## src/rtl/imem_pkg.sv

```systemverilog
// imem_pkg: shared constants, fetch-state encoding and queue entry type
// for the instruction fetch controller.
package imem_pkg;

  localparam int          IMEM_WORDS = 128;
  localparam logic [31:0] RESET_PC   = 32'h0000_0000;
  localparam int          XLEN       = 32;
  localparam logic [5:0]  OPC_J      = 6'b000010;

  localparam logic [1:0]  FETCH = 2'd0;
  localparam logic [1:0]  FAULT = 2'd1;
  localparam logic [1:0]  HALT  = 2'd2;

  typedef struct packed {
    logic [XLEN-1:0] pc;
    logic [XLEN-1:0] instr;
  } fq_entry_t;

endpackage

```

## src/rtl/fetch_queue.sv

```systemverilog
// fetch_queue: DEPTH-entry FIFO of {pc, instr} fetch records.
// Flush wins over push and pop; push is accepted when full only with a pop.
import imem_pkg::*;

module fetch_queue #(
  parameter int DEPTH = 2
) (
  input  logic      i_clk,
  input  logic      i_rst,
  input  logic      i_push,
  input  logic      i_pop,
  input  logic      i_flush,
  input  fq_entry_t i_data,
  output logic      o_full,
  output logic      o_empty,
  output fq_entry_t o_head
);

  localparam int AW = $clog2(DEPTH);

  fq_entry_t     r_mem [DEPTH];
  logic [AW-1:0] r_wr;
  logic [AW-1:0] r_rd;
  logic [AW:0]   r_cnt;
  logic          w_pop;
  logic          w_push;

  assign o_full  = (r_cnt == (AW+1)'(DEPTH));
  assign o_empty = (r_cnt == '0);
  assign o_head  = r_mem[r_rd];
  assign w_pop   = i_pop & ~o_empty;
  assign w_push  = i_push & (~o_full | w_pop);

  always_ff @(posedge i_clk or posedge i_rst) begin
    if (i_rst) begin
      r_wr  <= '0;
      r_rd  <= '0;
      r_cnt <= '0;
    end else if (i_flush) begin
      r_wr  <= '0;
      r_rd  <= '0;
      r_cnt <= '0;
    end else begin
      if (w_push)
        r_wr <= r_wr + AW'(1);
      if (w_pop)
        r_rd <= r_rd + AW'(1);
      if (w_push & ~w_pop)
        r_cnt <= r_cnt + (AW+1)'(1);
      else if (w_pop & ~w_push)
        r_cnt <= r_cnt - (AW+1)'(1);
    end
  end

  always_ff @(posedge i_clk or posedge i_rst) begin
    if (i_rst) begin
      for (int i = 0; i < DEPTH; i++)
        r_mem[i] <= '0;
    end else if (w_push & ~i_flush) begin
      r_mem[r_wr] <= i_data;
    end
  end

endmodule

```

## src/rtl/imem_fetch_ctrl.sv

```systemverilog
// imem_fetch_ctrl: fetch PC, FETCH/FAULT/HALT FSM and fetch queue feeding decode.
// Self-loop halt detection is built only with IMEM_FETCH_HALT_DETECT_EN defined.
import imem_pkg::*;

module imem_fetch_ctrl #(
  parameter int          DEPTH      = 2,
  parameter int          IMEM_WORDS = imem_pkg::IMEM_WORDS,
  parameter logic [31:0] RESET_PC   = imem_pkg::RESET_PC
) (
  input  logic        Clk,
  input  logic        Reset,
  input  logic        Enable,
  output logic [31:0] ImemAddress,
  input  logic [31:0] ImemInstruction,
  output logic        InstrValid,
  input  logic        InstrReady,
  output logic [31:0] InstrOut,
  output logic [31:0] InstrPC,
  input  logic        RedirectValid,
  input  logic [31:0] RedirectPC,
  output logic        Fault,
  output logic        Halted
);

  localparam logic [31:0] PC_LIMIT = 32'(IMEM_WORDS * 4);

  logic [31:0] r_pc;
  logic [1:0]  r_state;
  fq_entry_t   r_hold;

  logic        w_full;
  logic        w_empty;
  logic        w_pop;
  logic        w_try;
  logic        w_in_range;
  logic        w_push;
  logic        w_self_loop;
  logic [31:0] w_pc_inc;
  logic [31:0] w_redir_pc;
  fq_entry_t   w_head;
  fq_entry_t   w_wdata;
  fq_entry_t   w_out;

  assign w_pc_inc   = r_pc + 32'd4;
  assign w_redir_pc = RedirectPC & ~32'd3;
  assign w_pop      = ~w_empty & InstrReady;
  assign w_try      = (r_state == FETCH) & Enable & ~RedirectValid
                    & (~w_full | w_pop);
  assign w_in_range = (r_pc < PC_LIMIT);
  assign w_push     = w_try & w_in_range;
  assign w_wdata    = '{pc: r_pc, instr: ImemInstruction};

`ifdef IMEM_FETCH_HALT_DETECT_EN
  logic [31:0] w_jtarget;
  assign w_jtarget   = {w_pc_inc[31:28], ImemInstruction[25:0], 2'b00};
  assign w_self_loop = (ImemInstruction[31:26] == OPC_J)
                     & (w_jtarget == r_pc);
  assign Halted      = (r_state == HALT);
`else
  assign w_self_loop = 1'b0;
  assign Halted      = 1'b0;
`endif

  fetch_queue #(
    .DEPTH (DEPTH)
  ) u_queue (
    .i_clk   (Clk),
    .i_rst   (Reset),
    .i_push  (w_push),
    .i_pop   (w_pop),
    .i_flush (RedirectValid),
    .i_data  (w_wdata),
    .o_full  (w_full),
    .o_empty (w_empty),
    .o_head  (w_head)
  );

  // A failed range check replaces the push with the move to FAULT.
  always_ff @(posedge Clk or posedge Reset) begin
    if (Reset) begin
      r_pc    <= RESET_PC;
      r_state <= FETCH;
    end else if (RedirectValid) begin
      r_pc    <= w_redir_pc;
      r_state <= FETCH;
    end else if (w_push) begin
      r_pc <= w_pc_inc;
      if (w_self_loop)
        r_state <= HALT;
    end else if (w_try) begin
      r_state <= FAULT;
    end
  end

  always_ff @(posedge Clk or posedge Reset) begin
    if (Reset)
      r_hold <= '0;
    else if (~w_empty)
      r_hold <= w_head;
  end

  assign w_out       = w_empty ? r_hold : w_head;
  assign ImemAddress = r_pc;
  assign InstrValid  = ~w_empty;
  assign InstrOut    = w_out.instr;
  assign InstrPC     = w_out.pc;
  assign Fault       = (r_state == FAULT);

endmodule

```

## config.mk

```make
export PLATFORM = sky130hd
export DESIGN_NAME = imem_fetch_ctrl
export DESIGN_NICKNAME = d
export VERILOG_FILES = /design/src/rtl/imem_pkg.sv /design/src/rtl/fetch_queue.sv /design/src/rtl/imem_fetch_ctrl.sv
export SDC_FILE = /design/constraint.sdc
export NUM_CORES = 1
export LEC_CHECK = 0
export CAP_MARGIN = 30
export CORE_ASPECT_RATIO = 0.75
export CORE_MARGIN = 1.5
export CORE_UTILIZATION = 55
export DETAILED_ROUTE_END_ITERATION = 8
export PLACE_DENSITY = 0.84
export REMOVE_ABC_BUFFERS = 1
export SLEW_MARGIN = 20
export SYNTH_ARGS = -nofsm -noshare
export SYNTH_HDL_FRONTEND = slang
export SYNTH_SLANG_ARGS = --single-unit
```

## constraint.sdc

```tcl
create_clock -name Clk -period 11.45 [get_ports Clk]
set_input_delay 2.29 -clock Clk [delete_from_list [all_inputs] [get_ports Clk]]
set_output_delay 2.29 -clock Clk [all_outputs]
set_load 0.02 [all_outputs]
```

==> run metrics <==
crit path max fanout 34; CP max-delay cell dfrtp_4; Clock Tree Buf Depth 3; synth cell count leaders dfrtp_1, nand2_1, o21ai_0; Bufs and invs on worst path 2; hold_sp r_hold[32]; crit-path leading delay family buffers and inverters; GRT busiest layer met2; RSZ-0062 raised after global routing false; CTS root buffer clkbuf_16; DIE AREA 0.0173 mm²; FF+latch count, synth about 220; met1 usage 30.8%; cts hold-fix bufs 0; Starting Density 56.5%; Rows 40; CP arrival 2.80 ns; Worst Hold Class flip-flop to flip-flop; first-pass GRT wire length 31.4 mm; Final Cycle Share between 40% and 50%; 1st-pass router iterations 4; post-synth top area share 61.3%; Seq/Total Area, Yosys 61.3%; Clock Latency Late Sink 0.49 ns; TritonCTS clock tree built; final core occ 72.7%; total number of vias slightly below 6000; Final Hold Vio Count 0; Routed WL per cell 17.8 µm; number of flops mapped to enable cells by yosys 0; clock tree sinks 223; IO buf count 162; Mapped Area 0.00911 mm²; R2R Setup Slk ~8.6 ns; postcts setup bufs 0; die height around 110 µm; CORE AREA 0.0161 mm²; Final min period 5.09 ns; most common cell in the synthesized netlist dfrtp_1; leak pwr 0.00520 µW; Mapped Cells 687; DRC 0; Vias/cell 5.43; slowest stage delay, CP 0.81 ns; headroom to the max-slew limit 40.7%; largest net degree at the start of global routing 137; share of layout cells above drive strength 1 16.1%; post-synthesis cell type count 48; GP Congestion 0.835; number of global-route vias before repair 6325; GRT Resource Usage Total 22.6%; Slew @ Worst Pin just under 0.9 ns; M2 GR Usage 37.7%; Setup Skew 0.00764 ns; Die Width 152 µm; asr flop ratio synth 100%; nets 909; I/O pins 168; CTS Buf Count 22; CP required 9.16 ns; Slew Limit Fails 0; power per cell area 147 mW/mm²; Startpoint Class flip-flop; Synth Flop Type dfrtp_1; met3 Usage GRT 4.62%; First DRT Iteration DRCs approximately 250; ANT nets after route 0; clock-pin slew on the worst setup and hold paths 0.06 ns; depth of the most critical reg-to-reg path 5; Crit Path Class flip-flop to output port; max-cap violation count 0; # H-tree levels 1; status finished clean; CP Cell Sequence buf_16, mux2i_1, o21ai_0, clkdlybuf4s50_1; DRT Wirelength 18.9 mm; Fmax achieved 196 MHz; R2R Path End u_queue.r_mem[17]; Layout area overhead 28.7%; FF-to-FF Start ImemAddress[26]; Antenna diodes 0; Setup TNS 0 ns; Final Setup Violations 0; top cells by area, synth dfrtp_1, mux2i_1, mux2_2, mux2_4, o21ai_0; Syn Area/Cell 13.3 µm²; hold path endpoint r_hold[32]; initial antenna violation count 0; grt ovf 0; post-synth top area cell dfrtp_1; HPWL Detailed 12.0 mm; Synthesis Warnings 0; # resized after CTS 0; CP endpoint kind output port; peak supply drop 143 µV; Worst Hold Path Cells 1
flip-flops by register name, indices dropped and copies added (netlist names):
register and count:
ImemAddress 30, u_queue.r_rd 1, u_queue.r_mem 124, u_queue.r_cnt 2, r_hold 64, u_queue.r_wr 1
r_state 1
worst max-delay path by stage:
stage          slack (ns)            endpoint  depth (start not counted)           from
3_3_place_gp         6.35  u_queue.r_mem[103]                          7  RedirectValid
4_1_cts              6.36         InstrPC[22]                          4   u_queue.r_rd
6_report             6.36         InstrPC[22]                          4   u_queue.r_rd
2_1_floorplan        3.05     ImemAddress[10]                          1          Reset
3_5_place_dp         6.28  u_queue.r_mem[103]                          7  RedirectValid
5_1_grt              6.19         InstrPC[22]                          4   u_queue.r_rd
metal layers:
| metal | share of wire (%) | wire length [µm] | up-vias |
|---|---|---|---|
| met3 | 5.5 | 1030 | 31 |
| li1 | - | - | 2692 |
| met4 | 1.7 | 330 | 0 |
| met2 | 49 | 9190 | 152 |
| met5 | 0 | 0 | - |
| met1 | 44 | 8370 | 2908 |
placed cells by master, fill, tap and decap left out, drive strengths merged, types with 3 or more instances in the layout:
| cell | Yosys | routed |
|---|---|---|
| dfrtp | 223 | 223 |
| clkdlybuf4s50 | 0 | 162 |
| mux2 | 100 | 100 |
| nand2 | 70 | 70 |
| o21ai | 64 | 64 |
| mux2i | 62 | 62 |
| nor2b | 47 | 47 |
| clkbuf | 25 | 33 |
| buf | 21 | 10 |
| nor4 | 8 | 8 |
| inv | 7 | 7 |
| nor2 | 5 | 5 |
| nand4 | 5 | 5 |
| nor3 | 4 | 4 |
| and2 | 4 | 4 |
| a31oi | 4 | 4 |
| nand2b | 4 | 4 |
| a21oi | 3 | 3 |
| o311ai | 3 | 3 |
| conb | 1 | 3 |
| clkinv | 0 | 3 |
| bufinv | 0 | 3 |
| and4 | 3 | 3 |
stage by stage:
stage	total power (µW)	setup WS [ns]	std cells	cell area [µm²]	hold WS (ns)
after floorplan	896	3.05	643	8870	0.457
after global placement	961	6.35	1021	10800	0.466
after detailed placement	969	6.28	1023	10900	0.469
after CTS	1740	6.36	1063	11700	0.485
after global routing	1780	6.19	1065	11700	0.499
final	1720	6.36	1065	11700	0.481
cell families (layout without fill, tap and decap cells):
family / Yosys count / count (layout) / share of synthesized area [%]
AO/OA/AOI/OAI: 90 / 90 / 5.73
XOR/XNOR: 1 / 1 / 0.0962
adder cells (fa/ha/maj): 1 / 1 / 0.137
buffers and inverters: 53 / 219 / 3.02
flip-flops: 223 / 223 / 61.3
multiplexers: 162 / 162 / 20.4
other: 1 / 3 / 0.0412
AND/OR/NAND/NOR: 156 / 156 / 9.29
where the power goes:
| part | switching [µW] | internal [µW] |
|---|---|---|
| Combinational | 64.1 | 67.2 |
| Sequential | 17.2 | 807 |
| Clock | 288 | 479 |
| Total | 369 | 1350 |
area by class of cell:
cell class,count,area (µm²)
repair buffers,172,1780
well taps,210,263
clock inverters,7,113
fillers,1032,4390
flip-flops and latches,223,5580
multi-input cells,413,3270
inverters,7,33.8
clock buffers,33,683
No activity file was read; power rests on OpenSTA's default activity.
